--- src/rtl/fe_pkg.sv ---
// Shared types and helpers for the fetch controller and its fetch queue.
package fe_pkg;

    typedef enum logic [1:0] {IDLE, FETCH, NUKE_WAIT} t_fe_fsm;

    typedef enum logic [1:0] {FREE, PEND, FULL, ZOMBIE} t_fq_st;

    // Wrap-aware age compare: a is older than b when its distance from the
    // ROB head (mod 2^w) is smaller.
    function automatic logic f_robid_a_older_b(input logic [31:0] a,
                                               input logic [31:0] b,
                                               input logic [31:0] oldest,
                                               input int          w);
        logic [31:0] mask;
        logic [31:0] dist_a;
        logic [31:0] dist_b;
        mask   = (w >= 32) ? 32'hFFFF_FFFF : ((32'd1 << w) - 32'd1);
        dist_a = (a - oldest) & mask;
        dist_b = (b - oldest) & mask;
        return dist_a < dist_b;
    endfunction

endpackage

--- src/rtl/fe_fetch_queue.sv ---
// Fetch queue: slot allocation for fill-buffer requests, out-of-order fill,
// in-order drain to decode, and flush handling with zombie tracking.
module fe_fetch_queue
    import fe_pkg::*;
#(
    parameter int PADDR_W  = 32,
    parameter int FQ_DEPTH = 4,
    localparam int ID_W    = $clog2(FQ_DEPTH),
    localparam int OCC_W   = $clog2(FQ_DEPTH + 1)
) (
    input  logic               clk,
    input  logic               reset,
    input  logic               fetch_en,
    input  logic               flush,
    input  logic [PADDR_W-1:0] req_pc,
    output logic               req_valid,
    output logic [ID_W-1:0]    req_id,
    input  logic               req_ready,
    output logic               req_accept,
    input  logic               rsp_valid,
    input  logic [ID_W-1:0]    rsp_id,
    input  logic [31:0]        rsp_instr,
    output logic               deq_valid,
    output logic [31:0]        deq_instr,
    output logic [PADDR_W-1:0] deq_pc,
    input  logic               deq_ready,
    output logic [OCC_W-1:0]   occupancy
);

    t_fq_st             st_vec    [FQ_DEPTH];
    logic [PADDR_W-1:0] pc_vec    [FQ_DEPTH];
    logic [31:0]        instr_vec [FQ_DEPTH];

    logic [ID_W-1:0]  head_reg;
    logic [ID_W-1:0]  tail_reg;
    logic [OCC_W-1:0] occ_reg;
    logic             deq_fire;

    // Requests are withdrawn in a flush cycle, so acceptance never races a flush.
    assign req_valid  = fetch_en & ~flush & (st_vec[tail_reg] == FREE)
                      & (occ_reg < OCC_W'(FQ_DEPTH));
    assign req_id     = tail_reg;
    assign req_accept = req_valid & req_ready;

    // Decode only ever sees the head slot; no same-cycle bypass from the response.
    assign deq_valid  = fetch_en & ~flush & (st_vec[head_reg] == FULL);
    assign deq_fire   = deq_valid & deq_ready;
    assign deq_instr  = instr_vec[head_reg];
    assign deq_pc     = pc_vec[head_reg];
    assign occupancy  = occ_reg;

    for (genvar gi = 0; gi < FQ_DEPTH; gi++) begin : g_entry
        t_fq_st             st_reg;
        t_fq_st             st_next;
        logic [PADDR_W-1:0] pc_reg;
        logic [31:0]        instr_reg;
        logic               rsp_hit;
        logic               alloc_hit;
        logic               deq_hit;

        assign rsp_hit   = rsp_valid  & (rsp_id   == ID_W'(gi));
        assign alloc_hit = req_accept & (tail_reg == ID_W'(gi));
        assign deq_hit   = deq_fire   & (head_reg == ID_W'(gi));

        // Slot lifecycle; a flush turns outstanding fills into zombies unless
        // their response lands in the same cycle.
        always_comb begin
            st_next = st_reg;
            if (flush) begin
                case (st_reg)
                    PEND:    st_next = rsp_hit ? FREE : ZOMBIE;
                    FULL:    st_next = FREE;
                    ZOMBIE:  if (rsp_hit) st_next = FREE;
                    default: st_next = st_reg;
                endcase
            end else begin
                case (st_reg)
                    FREE:    if (alloc_hit) st_next = PEND;
                    PEND:    if (rsp_hit)   st_next = FULL;
                    FULL:    if (deq_hit)   st_next = FREE;
                    ZOMBIE:  if (rsp_hit)   st_next = FREE;
                    default: st_next = st_reg;
                endcase
            end
        end

        // Slot state register.
        always_ff @(posedge clk) begin
            if (reset) st_reg <= FREE;
            else       st_reg <= st_next;
        end

        // Slot payload: PC at allocation, instruction when a live fill returns.
        always_ff @(posedge clk) begin
            if (alloc_hit) pc_reg <= req_pc;
            if (rsp_hit && !flush && st_reg == PEND) instr_reg <= rsp_instr;
        end

        assign st_vec[gi]    = st_reg;
        assign pc_vec[gi]    = pc_reg;
        assign instr_vec[gi] = instr_reg;
    end

    // Pointers and live-entry count; a flush empties the live window at once.
    always_ff @(posedge clk) begin
        if (reset) begin
            head_reg <= '0;
            tail_reg <= '0;
            occ_reg  <= '0;
        end else if (flush) begin
            head_reg <= tail_reg;
            occ_reg  <= '0;
        end else begin
            if (req_accept) tail_reg <= tail_reg + ID_W'(1);
            if (deq_fire)   head_reg <= head_reg + ID_W'(1);
            occ_reg <= occ_reg + OCC_W'(req_accept) - OCC_W'(deq_fire);
        end
    end

    // A response must target a slot that is waiting for one.
    always_ff @(posedge clk) begin
        if (!reset && rsp_valid)
            assert (st_vec[rsp_id] == PEND || st_vec[rsp_id] == ZOMBIE);
    end

endmodule

--- src/rtl/fe_ctl_fq.sv ---
// Fetch controller top: fetch FSM, fetch PC, mispredict arbitration, and the
// fetch queue that reorders fill-buffer responses for decode.
module fe_ctl_fq
    import fe_pkg::*;
#(
    parameter int PADDR_W  = 32,
    parameter int FQ_DEPTH = 4,
    parameter int ROBID_W  = 6,
    localparam int ID_W    = $clog2(FQ_DEPTH),
    localparam int OCC_W   = $clog2(FQ_DEPTH + 1)
) (
    input  logic               clk,
    input  logic               reset,
    input  logic [PADDR_W-1:0] boot_pc,
    input  logic               nuke_valid,
    input  logic [PADDR_W-1:0] nuke_pc,
    input  logic               resume_fetch,
    input  logic               br_mispred_valid,
    input  logic [ROBID_W-1:0] br_mispred_robid,
    input  logic [PADDR_W-1:0] br_mispred_target,
    input  logic [ROBID_W-1:0] oldest_robid,
    output logic               fb_req_valid,
    output logic [PADDR_W-1:0] fb_req_addr,
    output logic [ID_W-1:0]    fb_req_id,
    input  logic               fb_req_ready,
    input  logic               fb_rsp_valid,
    input  logic [ID_W-1:0]    fb_rsp_id,
    input  logic [31:0]        fb_rsp_instr,
    output logic               valid_fe1,
    output logic [31:0]        instr_fe1,
    output logic [PADDR_W-1:0] pc_fe1,
    input  logic               decode_ready_de0,
    output logic [OCC_W-1:0]   fq_occupancy
);

    t_fe_fsm            state_reg;
    t_fe_fsm            state_next;
    logic [PADDR_W-1:0] pc_reg;
    logic               mp_pdg_reg;
    logic [ROBID_W-1:0] mp_robid_reg;
    logic               br_is_older;
    logic               mp_ql;
    logic               flush_now;
    logic               req_accept;

    // Once a mispredict is pending, only an older branch may redirect again.
    assign br_is_older = f_robid_a_older_b(32'(br_mispred_robid), 32'(mp_robid_reg),
                                           32'(oldest_robid), ROBID_W);
    assign mp_ql       = br_mispred_valid & ~nuke_valid & (~mp_pdg_reg | br_is_older);
    assign flush_now   = mp_ql | nuke_valid;
    assign fb_req_addr = pc_reg;

    // Next-state logic: one idle cycle out of reset, then fetch until a nuke.
    always_comb begin
        state_next = state_reg;
        case (state_reg)
            IDLE:      state_next = FETCH;
            FETCH:     if (nuke_valid) state_next = NUKE_WAIT;
            NUKE_WAIT: if (resume_fetch && !nuke_valid) state_next = FETCH;
            default:   state_next = IDLE;
        endcase
    end

    // FSM state register.
    always_ff @(posedge clk) begin
        if (reset) state_reg <= IDLE;
        else       state_reg <= state_next;
    end

    // Fetch PC: redirect on flush (nuke wins), otherwise advance per accepted request.
    always_ff @(posedge clk) begin
        if (reset)             pc_reg <= boot_pc;
        else if (nuke_valid)   pc_reg <= nuke_pc;
        else if (mp_ql)        pc_reg <= br_mispred_target;
        else if (req_accept)   pc_reg <= pc_reg + PADDR_W'(4);
    end

    // Pending-mispredict tracking; a nuke supersedes any outstanding redirect.
    always_ff @(posedge clk) begin
        if (reset) begin
            mp_pdg_reg   <= 1'b0;
            mp_robid_reg <= '0;
        end else begin
            if (nuke_valid)            mp_pdg_reg <= 1'b0;
            else if (br_mispred_valid) mp_pdg_reg <= 1'b1;
            if (mp_ql) mp_robid_reg <= br_mispred_robid;
        end
    end

    fe_fetch_queue #(
        .PADDR_W  (PADDR_W),
        .FQ_DEPTH (FQ_DEPTH)
    ) u_fq (
        .clk        (clk),
        .reset      (reset),
        .fetch_en   (state_reg == FETCH),
        .flush      (flush_now),
        .req_pc     (pc_reg),
        .req_valid  (fb_req_valid),
        .req_id     (fb_req_id),
        .req_ready  (fb_req_ready),
        .req_accept (req_accept),
        .rsp_valid  (fb_rsp_valid),
        .rsp_id     (fb_rsp_id),
        .rsp_instr  (fb_rsp_instr),
        .deq_valid  (valid_fe1),
        .deq_instr  (instr_fe1),
        .deq_pc     (pc_fe1),
        .deq_ready  (decode_ready_de0),
        .occupancy  (fq_occupancy)
    );

endmodule

--- config.mk ---
export PLATFORM = sky130hd
export DESIGN_NAME = fe_ctl_fq
export DESIGN_NICKNAME = d
export VERILOG_FILES = /design/src/rtl/fe_pkg.sv /design/src/rtl/fe_fetch_queue.sv /design/src/rtl/fe_ctl_fq.sv
export SDC_FILE = /design/constraint.sdc
export NUM_CORES = 1
export LEC_CHECK = 0
export CAP_MARGIN = 20
export CORE_UTILIZATION = 40
export CTS_BUF_LIST = sky130_fd_sc_hd__clkbuf_4
export DETAILED_ROUTE_END_ITERATION = 6
export PLACE_DENSITY = 0.64
export SYNTH_ARGS = -nofsm -noshare
export SYNTH_HDL_FRONTEND = slang
export SYNTH_HIERARCHICAL = 1
export SYNTH_SLANG_ARGS = --single-unit
--- constraint.sdc ---
create_clock -name clk -period 12.9 [get_ports clk]
set_input_delay 1.29 -clock clk [delete_from_list [all_inputs] [get_ports clk]]
set_output_delay 1.29 -clock clk [all_outputs]
set_load 0.01 [all_outputs]
# Word level (Yosys, flattened, before mapping)
# Index checks and enable logic that the tools add are counted.
dict set report op_classes {
  bitwise 27
  reduce_logical 30
  order_cmp 4
  eq_ne 42
  n_addsub 7
  muxes 53
}
# op count
set op_table {}
lappend op_table {{$mux 32} 8}
lappend op_table {{$bmux 32 s2} 2}
lappend op_table {{$mux 2} 32}
lappend op_table {{$ne 3x1->1 const B} 12}
lappend op_table {{$add 32x3->32 const B} 1}
lappend op_table {{$eq 2x2->1 const B} 16}
lappend op_table {{$pmux 2 s4} 4}
lappend op_table {{$pmux 2 s3} 5}
lappend op_table {{$and 1x1->1} 20}
lappend op_table {{$logic_not 2->1} 9}
lappend op_table {{$eq 2x1->1 const B} 8}
lappend op_table {{$ne 4x4->1 const B} 4}
lappend op_table {{$reduce_and 4->1} 4}
lappend op_table {{$sub 6x6->6} 2}
lappend op_table {{$logic_and 1x1->1} 9}
lappend op_table {{$bmux 2 s2} 2}
lappend op_table {{$ge 3x3->1 const B} 2}
lappend op_table {{$lt 6x6->1} 1}
lappend op_table {{$not 2->3} 2}
lappend op_table {{$add 2x1->2 const B} 2}
lappend op_table {{$ne 2x2->1 const B} 2}
lappend op_table {{$reduce_and 2->1} 2}
lappend op_table {{$reduce_bool 4->1} 1}
lappend op_table {{$reduce_or 2->1} 2}
lappend op_table {{7 further kinds} 11}
dict set report totals {
  regBits 312
  output_inout_bits 103
  in_bits 150
  word_cells 182
}

# Longest topological paths before layout
dict set report depth {
  word_depth 14
  mapped_depth 23
  mapped_depth_nobuf 21
}

# By module
# Netlist, hierarchy kept.
# mod area_per_inst_um2 n_inst cells_each seq_area_each_um2
set by_module_without_submodules {}
lappend by_module_without_submodules {fe_fetch_queue 10318.6 1 468 7987.7}
lappend by_module_without_submodules {fe_ctl_fq 3243.1 1 340 1141.1}

# Worst setup path after synthesis
# Ideal clock, no wire load.
dict set report synth_timing {
  kind {input port to flip-flop}
  from {input oldest_robid[1]}
  to {register u_fq.g_entry[3].instr_reg[0] (enable)}
  path_slack_ps 7356
  arrival_ps 5123
  setup_ps 421
  required_ps 12479
  n_path_buf 1
  stages 18
  cell_sequence {inv_1 ha_1 nor2b_1 o21a_1 o21ai_0 nand2b_1 a21oi_1 xnor2_1 ha_1 and3_1 and3_4 a21oi_4 nand2_2 nand2_1 clkbuf_1 nor2_1 nand2_1 nor2_1}
}
dict set report synth_via {
  elab_chain_len 8
  elab_cells_between_ends 9
  classes_between {add/sub: 2; order compare: 1; bitwise: 3; reduce/logical: 3}
}
# item line_no
set synth_rtl {}
lappend synth_rtl {{start, declared} fe_ctl_fq.sv:21} ;# input logic [ROBID_W-1:0] oldest_robid,
lappend synth_rtl {{$sub 6x6->6, on equally long branches} {fe_pkg.sv:18, fe_pkg.sv:19}}
lappend synth_rtl {{$lt 6x6->1 *} fe_pkg.sv:20} ;# return dist_a < dist_b;
lappend synth_rtl {{$or 1x1->1 *} fe_ctl_fq.sv:49} ;# assign mp_ql = br_mispred_valid & ~nuke_valid & (~mp_pdg_reg | br_is_older);
lappend synth_rtl {{$and 1x1->1 *} fe_ctl_fq.sv:49}
lappend synth_rtl {{$or 1x1->1 *} fe_ctl_fq.sv:50} ;# assign flush_now = mp_ql | nuke_valid;
lappend synth_rtl {{net flush_now} fe_ctl_fq.sv:43} ;# logic flush_now;
lappend synth_rtl {{$logic_not 1->1 *} fe_fetch_queue.sv:96} ;# if (rsp_hit && !flush && st_reg == PEND) instr_reg <= rsp_instr;
lappend synth_rtl {{$logic_and 1x1->1 * (2 in a row)} fe_fetch_queue.sv:96}
lappend synth_rtl {{end signal, assigned} fe_fetch_queue.sv:96}
lappend synth_rtl {{end, declared} fe_fetch_queue.sv:56} ;# logic [31:0] instr_reg;
# The timed path passes the listed nets; every way through them passes the cells marked *.
# A chain may end at the register's enable or synchronous reset.

# Final worst setup path
dict set report layout_timing {
  from {input oldest_robid[1]}
  to {output fb_req_valid}
}
dict set report layout_via {
  elab_chain_len 9
  elab_cells_between_ends 10
  classes_between {add/sub: 2; order compare: 1; bitwise: 7}
}
# item line_no
set layout_rtl {}
lappend layout_rtl {{$sub 6x6->6, on equally long branches} {fe_pkg.sv:18, fe_pkg.sv:19}}
lappend layout_rtl {{$lt 6x6->1 *} fe_pkg.sv:20}
lappend layout_rtl {{$or 1x1->1 *} fe_ctl_fq.sv:49}
lappend layout_rtl {{$and 1x1->1 *} fe_ctl_fq.sv:49}
lappend layout_rtl {{$or 1x1->1 *} fe_ctl_fq.sv:50}
lappend layout_rtl {{net flush_now} fe_ctl_fq.sv:43}
lappend layout_rtl {{$not 1->1 *} fe_fetch_queue.sv:40} ;# assign req_valid = fetch_en & ~flush & (st_vec[tail_reg] == FREE)
lappend layout_rtl {{$and 1x1->1 * (2 in a row)} fe_fetch_queue.sv:40}
lappend layout_rtl {{$and 1x1->1 *} fe_fetch_queue.sv:41} ;# & (occ_reg < OCC_W'(FQ_DEPTH));
lappend layout_rtl {{end, declared} fe_ctl_fq.sv:22} ;# output logic fb_req_valid,
# Marks and branches as above.

==> results by group <==
Status
  • Outcome: finished clean

STA
  • Tcrit/Tclk final: a little over half
  • Slew headroom: 27.9%
  • Setup Total Neg Slack: 0 ns
  • Fin crit period: slightly below 7 ns
  • RSZ-0062 raised after global routing: no
  • Fin. Hold Viols: 0
  • Final setup violation count: 0
  • Worst Max-Slew Pin Slew: 1.08 ns
  • Final slew viol count: 0
  • Clk_skew: a little over 0.06 ns
  • Fmax achieved: ~140 MHz

Floorplan
  • I/O pins: between 200 and 300
  • Die Ht: between 150 and 200 microns
  • Die X: ~190 microns
  • Core Rows: 67
  • Core area: 33400 sq um
  • Initial core utilization: roughly 41%
  • Die area: 34600 sq um

Power
  • Switching Fraction: about 25%
  • Psw: 0.565 mW
  • Clock Power Share: 37.0%
  • VDD IR max: around 0.00006 V
  • Seq pwr share: 51.3%
  • Combinational share of power: a little under an eighth
  • Power Internal: ~1.7 mW
  • Cell Pwr Density: roughly 130 nW/um^2
  • Leakage dissipation: approximately 5.9 nW

Detailed routing
  • Drt drc: 0
  • Avg WL per Cell: approximately 21 microns
  • DR vias: 8549
  • Final wirelength: 33700 microns
  • DR iter-0 viols: approximately 540
  • Routed Antenna Nets: 0
  • First-pass DRT Iterations: 5
  • Vias per cell: 5.24

Cells and area
  • Filler instances: roughly 2800
  • Reg area: ~9100 sq um
  • Most common cell after layout, fill and taps aside: edfxtp_1
  • Most frequent cells in the layout: edfxtp_1, clkdlybuf4s50_1, clkbuf_4
  • Finished Cell Area: about 18000 sq um
  • Synthesis-to-layout area growth: 29.8%
  • Multi-input gate area: ~4200 sq um
  • Nets: ~1300
  • Layout cells sized above 1: between 10% and 20%

Setup path
  • CP cell instances: clkdlybuf4s50_1, inv_1, ha_1, nor2b_1, o21a_1, o21ai_0, nand2b_1, a21oi_1, xnor2_1, ha_1, and3_1, and3_4, a21oi_4, nand2_2, nand2_1, inv_1, and4b_1, clkdlybuf4s50_1
  • Crit-path max FO: 17
  • Setup crit start kind: primary input
  • Reg2reg setup slack: around 8.1 ns
  • CP top delay family: simple AND/OR/NAND/NOR gates
  • CP max stage delay: 0.56 ns
  • Crit path DAT: ~5.7 ns
  • Worst EP required: 11.61 ns
  • Critical Path Sink Type: output port
  • Worst path bufs/invs: 4
  • Worst path slowest cell: nand2_1
  • Crit Path Category: in2out

Synth
  • #FFs+latches synth: approximately 310
  • Distinct cells, synth: 66
  • Most common flop cell mapped by yosys: edfxtp_1
  • Ys Warns: 6
  • Syn Area/Cell: between 15 and 20 sq um
  • Seq/Total Area, Yosys: 67.3%
  • Cells after Synth: roughly 810
  • Post-synth EDFFs: 288
  • Synth async-reset ratio: 0%
  • Synth Cell Area: 13600 sq um
  • Net Count, Synth: 987

Global route
  • Vias in the first global route: 8837
  • Antenna violations before repair: 2
  • Largest net degree at the start of global routing: 58
  • GRT overflow: 0
  • Global-route wire length before repair: 50900 microns
  • Overall Global Routing Usage: roughly 20%

Clock tree
  • Total CTS buffers: 81
  • CTS max path bufs: 3
  • Cts hold-fix bufs: 0
  • Reg clk slew, reported paths: roughly 0.06 ns
  • Clock sinks: approximately 310
  • CTS H-tree depth: 3
  • PostCTS Resize Cnt: 0
  • CTS tree: done
  • Post-CTS Setup Bufs: 0
  • Root Buffer: clkbuf_4
  • Skew-Pair Late Insertion Delay: 0.68 ns

Placement
  • Port Buf Inserts: about 250
  • Post-placement cell area: roughly 17000 sq um
  • Gp weighted congestion: ~0.80
  • Final HPWL DP: between 20000 and 25000 microns

Worst hold path
  • Class of the worst hold path: reg2reg

Flow run
  • # Max-Cap Violations: 0
## cell type report
type | count | area share [%]
antenna | 1 | 0.0142
timing repair buffer | 257 | 14.5
tap | 448 | 3.18
multi-input combinational | 439 | 23.9
clock inverter | 35 | 1.17
sequential | 312 | 51.9
clock buffer | 113 | 4.82
inverter | 25 | 0.533
## cell usage after synthesis (5+ instances only)
library cell  instances  share of area [%]
edfxtp_1            288                 64
mux4_2               66                 11
nor2_1               46                1.3
a21oi_1              33                1.2
xnor2_1              28                1.8
ha_1                 26                2.4
dfxtp_1              24                3.5
inv_1                24               0.66
o21ai_0              20               0.74
nand2_1              19               0.53
clkbuf_1             16               0.44
xor2_1               16                1.0
nand3_1              13               0.48
a22oi_1              12               0.66
nor3_1               12               0.44
a22o_1               11               0.71
and3_1               11               0.51
buf_2                10               0.37
nand4_1              10               0.46
a221o_1               9               0.66
mux2i_1               8               0.59
nand2b_1              8               0.37
nor3b_1               7               0.39
o22ai_1               7               0.32
o21ai_1               6               0.22
a21o_1                5               0.28
a31oi_1               5               0.23
nor4_1                5               0.23
## cell families (layout without fill, tap and decap cells)
family	after synthesis	in the layout	synth area share, %
buffers and inverters	57	430	1.89
muxes	74	74	11.6
DFF	312	312	67.3
and+or+nand+nor	166	166	7.21
AOI/OAI and AO/OA	126	126	6.35
adders and majority gates	29	29	2.84
xor gates and xnor gates	44	44	2.84
other	0	1	0
## path summary, 6_finish.rpt
path / from / to / depth (start not counted)
max: oldest_robid[1] / fb_req_valid / 18
min: mp_robid_reg[4] / mp_robid_reg[4] / 2
max reg2reg: mp_robid_reg[0] / fb_req_addr[16] / 17
min reg2reg: mp_robid_reg[4] / mp_robid_reg[4] / 2
## tightest hold or removal path, stage by stage, from the launching register on
cell	delay (ns)
dfxtp_1	0.34
mux2i_1	0.07
nor2_1	0.07
## per-layer routing
layer	GRT usage, %	vias to the layer above	share of wire (%)
met2	33.3	330	49
met4	6.39	2	1.5
met3	5.55	42	7.9
li1	-	3923	-
met1	24.9	4252	42
met5	0	-	0.042
## power by group through the flow
stage | Clock (mW) | Combinational (mW) | Sequential (mW)
2_1_floorplan | 0 | 0.130 | 1.19
3_3_place_gp | 0 | 0.269 | 1.20
3_5_place_dp | 0 | 0.271 | 1.20
4_1_cts | 0.884 | 0.273 | 1.18
5_1_grt | 0.933 | 0.292 | 1.18
6_report | 0.850 | 0.270 | 1.18
## through the flow
step / hold slack [ns] / instances / util (%) / power (mW) / worst slack [ns]
after global routing: 0.552 / 1630 / 52.6 / 2.41 / 5.67
after global placement: 0.483 / 1481 / 49.5 / 1.47 / 6.04
after CTS: 0.518 / 1629 / 52.6 / 2.34 / 5.94
after floorplan: 0.465 / 808 / - / 1.32 / 7.36
after detailed placement: 0.502 / 1481 / 49.5 / 1.47 / 5.94
final: 0.514 / 1630 / 52.6 / 2.30 / 5.95
Note: power is estimated with default switching activity, not from simulation.
